### src/rtl/disp_pkg.sv
// Shared encodings for the display scheduler: display modes, FSM states and source codes.
package disp_pkg;

   typedef enum logic [1:0] {
      MODE_SDEC = 2'd0,
      MODE_UDEC = 2'd1,
      MODE_HEX  = 2'd2
   } mode_t;

   typedef enum logic [1:0] {
      ST_IDLE  = 2'd0,
      ST_PEEK  = 2'd1,
      ST_ERROR = 2'd2
   } state_t;

   localparam logic [1:0] SRC_NONE   = 2'd0;
   localparam logic [1:0] SRC_RESULT = 2'd1;
   localparam logic [1:0] SRC_PEEK   = 2'd2;
   localparam logic [1:0] SRC_ERROR  = 2'd3;

   // Unreachable encoding 3 falls back to signed decimal.
   function automatic mode_t advanceMode(input mode_t current);
      mode_t result;
      case (current)
         MODE_SDEC: result = MODE_UDEC;
         MODE_UDEC: result = MODE_HEX;
         default:   result = MODE_SDEC;
      endcase
      return result;
   endfunction

endpackage

### src/rtl/disp_timer.sv
// Loadable down-counter that stops at zero; used for the peek hold and the error blink.
module disp_timer #(
   parameter int CNT_W = 26
) (
   input  logic             clk,
   input  logic             rst,
   input  logic             i_load,
   input  logic [CNT_W-1:0] i_loadValue,
   input  logic             i_enable,
   output logic             o_zero
);

   localparam logic [CNT_W-1:0] One = {{(CNT_W-1){1'b0}}, 1'b1};

   logic [CNT_W-1:0] r_count;

   always_ff @(posedge clk or posedge rst) begin
      if (rst) begin
         r_count <= '0;
      end else if (i_load) begin
         r_count <= i_loadValue;
      end else if (i_enable && (r_count != '0)) begin
         r_count <= r_count - One;
      end
   end

   assign o_zero = (r_count == '0);

endmodule

### src/rtl/disp_scheduler.sv
// Display scheduler: arbitrates ALU result, stack peeks and errors onto the 7-seg converters.
// Define DISP_SCHED_BLINK_EN to blink the display in ERROR; otherwise ERROR shows the result steadily.
module disp_scheduler
   import disp_pkg::*;
#(
   parameter int HOLD_CYCLES  = 50000000,
   parameter int BLINK_CYCLES = 12500000,
   parameter int CNT_W        = 26
) (
   input  logic       clk,
   input  logic       rst,
   input  logic       res_valid,
   input  logic [7:0] res_value,
   output logic       res_ready,
   input  logic       peek_valid,
   input  logic [7:0] peek_value,
   output logic       peek_ready,
   input  logic       err_pulse,
   input  logic       mode_btn,
   output logic [7:0] disp_value,
   output logic       disp_enable,
   output logic       disp_non_signed,
   output logic       disp_hex,
   output logic [1:0] disp_src,
   output logic       busy
);

   localparam logic [CNT_W-1:0] HoldReload = CNT_W'(HOLD_CYCLES - 1);

   state_t     r_state;
   mode_t      r_mode;
   logic [7:0] r_result;
   logic [7:0] r_peek;
   logic       r_haveResult;

   logic [7:0] r_dispValue;
   logic       r_dispEnable;
   logic       r_dispNonSigned;
   logic       r_dispHex;
   logic [1:0] r_dispSrc;
   logic       r_busy;
   logic       r_resReady;
   logic       r_peekReady;

   state_t     w_nextState;
   mode_t      w_nextMode;
   logic [7:0] w_nextResult;
   logic [7:0] w_nextPeek;
   logic       w_nextHave;
   logic       w_resAccept;
   logic       w_peekAccept;
   logic       w_holdLoad;
   logic       w_holdEnable;
   logic       w_holdZero;
   logic       w_errEnable;

   // A result accept always beats a peek in the same cycle; an error strobe overrides every transition.
   always_comb begin
      w_resAccept  = res_valid && r_resReady;
      w_peekAccept = peek_valid && r_peekReady && !w_resAccept;

      w_nextResult = w_resAccept ? res_value : r_result;
      w_nextHave   = r_haveResult || w_resAccept;
      w_nextPeek   = w_peekAccept ? peek_value : r_peek;

      w_nextMode = r_mode;
      if (mode_btn && (r_state != ST_ERROR)) begin
         w_nextMode = advanceMode(r_mode);
      end

      w_nextState = r_state;
      if (err_pulse) begin
         w_nextState = ST_ERROR;
      end else if ((r_state == ST_ERROR) && (w_resAccept || mode_btn)) begin
         w_nextState = ST_IDLE;
      end else if (w_peekAccept) begin
         w_nextState = ST_PEEK;
      end else if ((r_state == ST_PEEK) && w_holdZero) begin
         w_nextState = ST_IDLE;
      end

      w_holdLoad   = w_peekAccept && !err_pulse;
      w_holdEnable = (r_state == ST_PEEK);
   end

   disp_timer #(
      .CNT_W(CNT_W)
   ) u_holdTimer (
      .clk        (clk),
      .rst        (rst),
      .i_load     (w_holdLoad),
      .i_loadValue(HoldReload),
      .i_enable   (w_holdEnable),
      .o_zero     (w_holdZero)
   );

`ifdef DISP_SCHED_BLINK_EN
   localparam logic [CNT_W-1:0] BlinkReload = CNT_W'(BLINK_CYCLES - 1);

   logic r_blinkPhase;
   logic w_blinkLoad;
   logic w_blinkEnable;
   logic w_blinkZero;
   logic w_nextPhase;

   // Each blink half-period ends when the counter hits zero; an error strobe restarts dark.
   always_comb begin
      w_blinkEnable = (r_state == ST_ERROR);
      w_blinkLoad   = err_pulse || (w_blinkEnable && w_blinkZero);
      if (err_pulse) begin
         w_nextPhase = 1'b0;
      end else if (w_blinkEnable && w_blinkZero) begin
         w_nextPhase = ~r_blinkPhase;
      end else begin
         w_nextPhase = r_blinkPhase;
      end
   end

   disp_timer #(
      .CNT_W(CNT_W)
   ) u_blinkTimer (
      .clk        (clk),
      .rst        (rst),
      .i_load     (w_blinkLoad),
      .i_loadValue(BlinkReload),
      .i_enable   (w_blinkEnable),
      .o_zero     (w_blinkZero)
   );

   always_ff @(posedge clk or posedge rst) begin
      if (rst) begin
         r_blinkPhase <= 1'b0;
      end else begin
         r_blinkPhase <= w_nextPhase;
      end
   end

   assign w_errEnable = w_nextPhase;
`else
   assign w_errEnable = 1'b1;
`endif

   // Outputs are decoded from next-state values so they line up with the state register.
   always_ff @(posedge clk or posedge rst) begin
      if (rst) begin
         r_state         <= ST_IDLE;
         r_mode          <= MODE_SDEC;
         r_result        <= '0;
         r_peek          <= '0;
         r_haveResult    <= 1'b0;
         r_dispValue     <= '0;
         r_dispEnable    <= 1'b0;
         r_dispNonSigned <= 1'b0;
         r_dispHex       <= 1'b0;
         r_dispSrc       <= SRC_NONE;
         r_busy          <= 1'b0;
         r_resReady      <= 1'b1;
         r_peekReady     <= 1'b1;
      end else begin
         r_state         <= w_nextState;
         r_mode          <= w_nextMode;
         r_result        <= w_nextResult;
         r_peek          <= w_nextPeek;
         r_haveResult    <= w_nextHave;
         r_dispNonSigned <= (w_nextMode == MODE_UDEC);
         r_dispHex       <= (w_nextMode == MODE_HEX);
         r_busy          <= (w_nextState != ST_IDLE);
         r_resReady      <= (w_nextState != ST_PEEK);
         r_peekReady     <= (w_nextState != ST_ERROR);
         case (w_nextState)
            ST_PEEK: begin
               r_dispValue  <= w_nextPeek;
               r_dispEnable <= 1'b1;
               r_dispSrc    <= SRC_PEEK;
            end
            ST_ERROR: begin
               r_dispValue  <= w_nextResult;
               r_dispEnable <= w_errEnable;
               r_dispSrc    <= SRC_ERROR;
            end
            default: begin
               r_dispValue  <= w_nextResult;
               r_dispEnable <= w_nextHave;
               r_dispSrc    <= w_nextHave ? SRC_RESULT : SRC_NONE;
            end
         endcase
      end
   end

   assign res_ready       = r_resReady;
   assign peek_ready      = r_peekReady;
   assign disp_value      = r_dispValue;
   assign disp_enable     = r_dispEnable;
   assign disp_non_signed = r_dispNonSigned;
   assign disp_hex        = r_dispHex;
   assign disp_src        = r_dispSrc;
   assign busy            = r_busy;

endmodule
### config.mk
export PLATFORM = sky130hd
export DESIGN_NAME = disp_scheduler
export DESIGN_NICKNAME = d
export VERILOG_FILES = /design/src/rtl/disp_pkg.sv /design/src/rtl/disp_timer.sv /design/src/rtl/disp_scheduler.sv
export SDC_FILE = /design/constraint.sdc
export NUM_CORES = 1
export LEC_CHECK = 0
export CELL_PAD_IN_SITES_DETAIL_PLACEMENT = 0
export CELL_PAD_IN_SITES_GLOBAL_PLACEMENT = 1
export CORE_AREA = 10 10 94 96
export CTS_CLUSTER_DIAMETER = 100
export DETAILED_ROUTE_END_ITERATION = 6
export DIE_AREA = 0 0 104 106
export HOLD_SLACK_MARGIN = 0.08
export PLACE_DENSITY_LB_ADDON = 0.12
export SYNTH_ARGS = -nofsm -noshare
export SYNTH_HDL_FRONTEND = slang
export SYNTH_SLANG_ARGS = --single-unit
### constraint.sdc
create_clock -name clk -period 3 [get_ports clk]
set_input_delay 0.45 -clock clk [delete_from_list [all_inputs] [get_ports clk]]
set_output_delay 0.45 -clock clk [all_outputs]
set_load 0.02 [all_outputs]
Yosys cells after proc, flatten, opt, wreduce, memory -nomap -nowiden

Index checks and enable logic that the tools add are counted.

Equality and inequality tests: 10
Reduce and logical (&&, ||, !) cells: 18
Mux-type cells: 14
$add $sub $neg: 1

Operator list:

| operator                                               | count |
|---|---|
| two-way mux 26 bit                                     | 2 |
| zero test 26 bit                                       | 1 |
| nonzero test 26 bit                                    | 1 |
| subtractor 26 x 1 -> 26 bit (second input constant)    | 1 |
| two-way mux 8 bit                                      | 3 |
| two-way mux 2 bit                                      | 5 |
| equality test 2 x 1 -> 1 bit (second input constant)   | 4 |
| logical AND 1 bit                                      | 8 |
| one-hot mux 2 bit (2 select lines)                     | 2 |
| equality test 2 bit (second input constant)            | 3 |
| inequality test 2 bit (second input constant)          | 2 |
| nonzero test 2 bit                                     | 2 |
| zero test 1 bit                                        | 2 |
| zero test 2 bit                                        | 1 |
| logical OR 1 bit                                       | 2 |
| two-way mux 1 bit                                      | 2 |
| inequality test 2 x 1 -> 1 bit (second input constant) | 1 |
| OR reduction 2 bit                                     | 1 |

Word-level logic and storage cells: 57
Input bits: 22
Register bits: 63

Depth between registers and ports, before layout

Depth after elaboration: 9
Depth in mapped cells: 10
Gate-level depth less buffers: 8

Cells and area by module

A second synthesis with hierarchy kept.

Cell total of the unflattened synthesis: 314
Area total of the unflattened synthesis: 3382.0 um2

Modules (own cells, without submodules):

| module         | area an instance (um2) | sequential area each (um2) | times used | cells an instance |
|---|---|---|---|---|
| disp_scheduler | 1735.4                 | 928.4                      | 1          | 130 |
| disp_timer     | 1646.6                 | 650.6                      | 1          | 184 |

Least setup slack after synthesis

OpenSTA, ideal clock, no wires.

Kind: reg2reg
Start: reg u_holdTimer.r_count[21]
End: reg r_dispValue[0], in the netlist disp_value[0]
Setup slack: 0.333 ns
Path buffers: 2
Data required time: 2.875 ns
Arrival: 2.542 ns
Stages on the path, launching flop included: 9
Setup time: 0.125 ns
Cells stage by stage: dfrtp_1 -> or4_4 -> nor4_4 -> nand3_1 -> buf_2 -> o31a_1 -> ha_1 -> buf_1 -> mux2_2

Longest elaborated chain between the ends: 8

Ends and longest elaborated chain:

| element                      | RTL line              | source |
|---|---|---|
| start: declaration           | disp_timer.sv:15      | `logic [CNT_W-1:0] r_count;` |
| start signal: assignment     | disp_timer.sv:21      | `r_count <= i_loadValue;` |
| start signal: assignment     | disp_timer.sv:23      | `r_count <= r_count - One;` |
| zero test 26 bit             | disp_timer.sv:27      | `assign o_zero = (r_count == '0);` |
| logical AND 1 bit            | disp_scheduler.sv:78  | `end else if ((r_state == ST_PEEK) && w_holdZero) begin` |
| two-way mux 2 bit            | disp_scheduler.sv:78  |  |
| two-way mux 2 bit            | disp_scheduler.sv:76  | `end else if (w_peekAccept) begin` |
| two-way mux 2 bit            | disp_scheduler.sv:74  | `end else if ((r_state == ST_ERROR) && (w_resAccept \|\| mode_btn)) begin` |
| two-way mux 2 bit            | disp_scheduler.sv:72  | `if (err_pulse) begin` |
| named net w_nextState[0]     | disp_scheduler.sv:45  | `state_t w_nextState;` |
| equality test 2 x 1 -> 1 bit | disp_scheduler.sv:170 | `case (w_nextState)` |
| two-way mux 8 bit            | disp_scheduler.sv:170 |  |
| end signal: assignment       | disp_scheduler.sv:172 | `r_dispValue <= w_nextPeek;` |
| end signal: assignment       | disp_scheduler.sv:177 | `r_dispValue <= w_nextResult;` |
| end signal: assignment       | disp_scheduler.sv:182 | `r_dispValue <= w_nextResult;` |
| end: declaration             | disp_scheduler.sv:36  | `logic [7:0] r_dispValue;` |

The timed path passes the listed nets, and every way through them passes these cells.
A chain may end at the register's enable or synchronous reset.

Worst setup path after layout

Start: reg u_holdTimer.r_count[21]
End: reg r_dispEnable, in the netlist disp_enable

Longest elaborated chain between the ends: 9
Elaborated cells between the ends (all ways): 10
Those cells by class: eq/ne (2); mux (5); reduce/logical (3)

Ends and longest elaborated chain:

| element                                                             | RTL line              | source |
|---|---|---|
| zero test 26 bit (*)                                                | disp_timer.sv:27      |  |
| logical AND 1 bit (*)                                               | disp_scheduler.sv:78  |  |
| two-way mux 2 bit (*)                                               | disp_scheduler.sv:78  |  |
| two-way mux 2 bit (*)                                               | disp_scheduler.sv:76  |  |
| two-way mux 2 bit (*)                                               | disp_scheduler.sv:74  |  |
| two-way mux 2 bit (*)                                               | disp_scheduler.sv:72  |  |
| equality test 2 bit or equality test 2 x 1 -> 1 bit (tied branches) | disp_scheduler.sv:170 |  |
| OR reduction 2 bit (no line) (*)                                    | -                     |  |
| two-way mux 1 bit (*)                                               | disp_scheduler.sv:170 |  |
| end signal: assignment                                              | disp_scheduler.sv:178 | `r_dispEnable <= w_errEnable;` |
| end signal: assignment                                              | disp_scheduler.sv:183 | `r_dispEnable <= w_nextHave;` |
| end: declaration                                                    | disp_scheduler.sv:37  | `logic r_dispEnable;` |

Mark *: on every way between the ends. The rest lies on a longest branch, timed or not.

==> run_results.csv <==
group,metric,value,unit
route,postRouteAntennaNets,0,
power,power.share.clock,33.4,%
timing,skew,0.0105,ns
power,power_frac_seq,49.7,%
clock_tree,clkSinkCount,63,
floorplanning,floorplan.die.width,104,um
timing,slew_headroom,59.9,%
layout,area_delta_synth_final,24.4,%
floorplanning,die_height,106,um
clock_tree,cts-resized-gates,0,
route,drt_pass1_iterations,4,
clock_tree,tritoncts,"done",
placed_design,port_buffers,37,
timing,timing_worst_slew_pin_value,0.586,ns
clock_tree,worst_setup_hold_path_clk_slew,0.08,ns
logic_synthesis,post_synth_inst_count,289,
power,cell_int_power,1.42,mW
global_route,globalRouteTotalUtil,12.3,%
critical_path,setup.worst_path.end_class,"flop",
route,drt_drc_violations_left,0,
logic_synthesis,combinational_family_with_the_most_area_after_synthesis,"simple AND/OR/NAND/NOR gates",
logic_synthesis,synth-adder-area-share,2.14,%
power,power.combinational.fraction,16.9,%
layout,final_layout_size_suffix_gt1_share,14.3,%
floorplanning,die_area,0.0110,mm^2
logic_synthesis,synth_xor_area_share,2.40,%
route,detail_route.wirelength,6640,um
layout,post_layout_nonfiller_instances,442,
timing,unrepaired_setup_endpoints_after_global_routing,"false",
layout,register_area,0.00158,mm^2
outcome,result_of_the_run,"complete, no violations",
timing,fmax,366,MHz
logic_synthesis,synth_area_per_cell,10.1,um^2
critical_path,critical_path_arrival,2.95,ns
timing,layout_min_cycle_time,2.73,ns
logic_synthesis,mapped_cell_area,0.00293,mm^2
clock_tree,cts_htree_levels,3,
logic_synthesis,netlist.area_leader.share,52.2,%
critical_path,critPathRequiredTime,3.22,ns
placed_design,routability_congestion,0.772,
logic_synthesis,synth.top_cells.by_area,"sky130_fd_sc_hd__dfrtp_1 (52%), sky130_fd_sc_hd__nand2_1 (8.0%), sky130_fd_sc_hd__mux2_2 (3.5%)",
logic_synthesis,synth_area_in_simple_gates,24.8,%
layout,final_nets,365,
route,routed_via_density,5.15,
timing,hold_viol_final,0,
logic_synthesis,synth-edff-count,0,
floorplanning,fp-row-count,31,
global_route,grt_first_pass_wirelength,11000,um
placed_design,place.detailed.instances,426,
clock_tree,cts_inserted_buffers,9,
logic_synthesis,synth_compound_area_share,10.2,%
power,power.density,550,mW/mm^2
logic_synthesis,synth_top_area_cell,"sky130_fd_sc_hd__dfrtp_1",
floorplanning,io_pins,38,
timing,setup_viol_count_final,0,
timing,fin_setup_tns,0,ns
layout,fill_cells,672,
placed_design,detailed_place_hpwl,4690,um
logic_synthesis,yosys.cell_types.count,48,
logic_synthesis,ff_latch_count_synth,63,
timing,final_number_of_max_transition_violations,0,
route,dr_wl_cell,15.0,um
clock_tree,worst_skew_pair.late_latency,0.34,ns
power,leakagePower,1.49,nW
clock_tree,clk_root_buffer_cell,"sky130_fd_sc_hd__clkbuf_8",
critical_path,crit_fanout,5,
global_route,first_global_vias,2298,
global_route,initial_antenna_violation_count,0,
floorplanning,coreArea,0.00706,mm^2
floorplanning,floorplan.initialDensity,41.4,%
power,proportion_of_total_power_due_to_net_switching,29.3,%
clock_tree,clock_tree.buffer_depth,2,
route,initialDrtViolationCount,68,
clock_tree,quantity_of_hold_fixing_buffers_added_after_cts,0,
layout,antennaDiodeCount,0,
logic_synthesis,synthArstFlopShare,100,%
timing,period_share,91.1,%
logic_synthesis,yosys_warning_total,0,
clock_tree,postCtsSetupBuffers,0,
route,vias_after_detailed_routing,2278,
power,worst_ir_drop_vdd,322,uV
flow_run,max-cap-violations,0,
logic_synthesis,syn_nets,316,
logic_synthesis,synth_seq_area_share,54.0,%
power,net-switching-power,0.588,mW
logic_synthesis,synthFlopType,"sky130_fd_sc_hd__dfrtp_1",
critical_path,worst_setup_path_start_kind,"flop",
layout,multiInputGateArea,0.00128,mm^2
critical_path,criticalPathCategory,"flop to flop",
global_route,grt_overflow,0,
logic_synthesis,muxShareOfSynthArea,4.15,%
global_route,pin_count_of_the_biggest_net_entering_global_routing,29,
worst_hold_path,hold_path_class,"flop to flop",
## path summary, 6_finish.rpt
| check | startpoint | endpoint | slack, ns | depth (start not counted) |
|---|---|---|---|---|
| max | u_holdTimer.r_count[21] | disp_enable | 0.27 | 6 |
| min | r_peek[6] | r_peek[6] | 0.47 | 2 |
| max reg2reg | u_holdTimer.r_count[21] | disp_enable | 0.27 | 6 |
| min reg2reg | r_peek[6] | r_peek[6] | 0.47 | 2 |
| max in group asynchronous | rst | peek_ready | 1.75 | 3 |
| min in group asynchronous | rst | u_holdTimer.r_count[1] | 0.50 | 2 |
## critical path, stage by stage, from the launching register on
cell	delay [ns]
sky130_fd_sc_hd__dfrtp_1	0.41
sky130_fd_sc_hd__or4_4	0.58
sky130_fd_sc_hd__nor4_4	0.32
sky130_fd_sc_hd__nand3_1	0.25
sky130_fd_sc_hd__o31ai_1	0.38
sky130_fd_sc_hd__ha_1	0.33
sky130_fd_sc_hd__or3_1	0.35
## cell type report
cell class	count	share of cell area [%]
Sequential cell	63	43.4
Multi-Input combinational cell	208	35.1
Timing Repair Buffer	47	12.2
Clock buffer	9	3.40
Tap cell	99	3.40
Clock inverter	7	1.55
Inverter	9	0.928
## kinds of logic after synthesis
logic type | count (synthesis)
mux | 11
buf+inv | 18
fa+ha+maj | 5
simple gates | 141
xor+xnor | 8
compound gates | 43
flops | 63
## power by group through the flow
stage | clock (mW) | sequential [mW] | combinational, mW
floorplan | 0 | 1.04 | 0.159
global placement | 0 | 1.01 | 0.340
detailed placement | 0 | 1.01 | 0.344
CTS | 0.695 | 0.995 | 0.346
global route | 0.735 | 1.00 | 0.377
finish | 0.669 | 0.996 | 0.338
## flip-flops by register name, indices dropped and copies added (netlist names), 2 cells and up
register / cells
disp_src: 2
r_state: 2
u_holdTimer.r_count: 26
r_result: 8
disp_value: 8
r_peek: 8
r_mode: 2
## layer usage
layer | vias to the layer above | global-route usage (%) | part of all wire, %
met5 | - | 0 | 0
li1 | 1120 | - | -
met2 | 47 | 19.7 | 46
met3 | 6 | 5.43 | 6.0
met4 | 0 | 3.88 | 1.0
met1 | 1105 | 14.5 | 47
## through the flow
stage | worst slack (ns) | instance area [um^2] | total power [mW] | utilization, % | hold slack, ns
6_report | 0.268 | 3640 | 2.00 | 51.6 | 0.474
5_1_grt | 0.109 | 3640 | 2.12 | 51.6 | 0.501
4_1_cts | 0.247 | 3640 | 2.04 | 51.6 | 0.479
3_5_place_dp | 0.290 | 3460 | 1.36 | 49.0 | 0.457
3_3_place_gp | 0.304 | 3460 | 1.35 | 49.0 | 0.453
2_1_floorplan | 0.333 | 2930 | 1.20 | - | 0.429
## placed cells by master (no fill, tap or decap), types with 4 or more instances in the layout
master / count
sky130_fd_sc_hd__clkbuf_8: 9
sky130_fd_sc_hd__inv_1: 8
sky130_fd_sc_hd__buf_4: 10
sky130_fd_sc_hd__xnor2_1: 7
sky130_fd_sc_hd__a21oi_1: 6
sky130_fd_sc_hd__clkdlybuf4s50_1: 37
sky130_fd_sc_hd__ha_1: 5
sky130_fd_sc_hd__nand3_1: 12
sky130_fd_sc_hd__dfrtp_1: 61
sky130_fd_sc_hd__or4_1: 5
sky130_fd_sc_hd__mux2_2: 9
sky130_fd_sc_hd__nor3_1: 9
sky130_fd_sc_hd__and2_1: 5
sky130_fd_sc_hd__o21ai_0: 9
sky130_fd_sc_hd__nand2_1: 62
sky130_fd_sc_hd__nand2b_1: 4
sky130_fd_sc_hd__and3_1: 4
sky130_fd_sc_hd__o31ai_1: 6
sky130_fd_sc_hd__nor2_1: 15
## synthesized netlist by cell type (3+ instances only)
master,n
sky130_fd_sc_hd__nand2_1,62
sky130_fd_sc_hd__dfrtp_1,61
sky130_fd_sc_hd__nor2_1,15
sky130_fd_sc_hd__nand3_1,12
sky130_fd_sc_hd__inv_1,9
sky130_fd_sc_hd__mux2_2,9
sky130_fd_sc_hd__nor3_1,9
sky130_fd_sc_hd__o21ai_0,9
sky130_fd_sc_hd__clkbuf_1,7
sky130_fd_sc_hd__xnor2_1,7
sky130_fd_sc_hd__a21oi_1,6
sky130_fd_sc_hd__o31ai_1,6
sky130_fd_sc_hd__and2_1,5
sky130_fd_sc_hd__ha_1,5
sky130_fd_sc_hd__or4_1,5
sky130_fd_sc_hd__and3_1,4
sky130_fd_sc_hd__nand2b_1,4
sky130_fd_sc_hd__a2111oi_0,3
sky130_fd_sc_hd__a211oi_1,3
sky130_fd_sc_hd__a31oi_1,3
sky130_fd_sc_hd__nand4_1,3
sky130_fd_sc_hd__nor2b_1,3
sky130_fd_sc_hd__or3_2,3
Note: power is estimated with default switching activity, not from simulation.
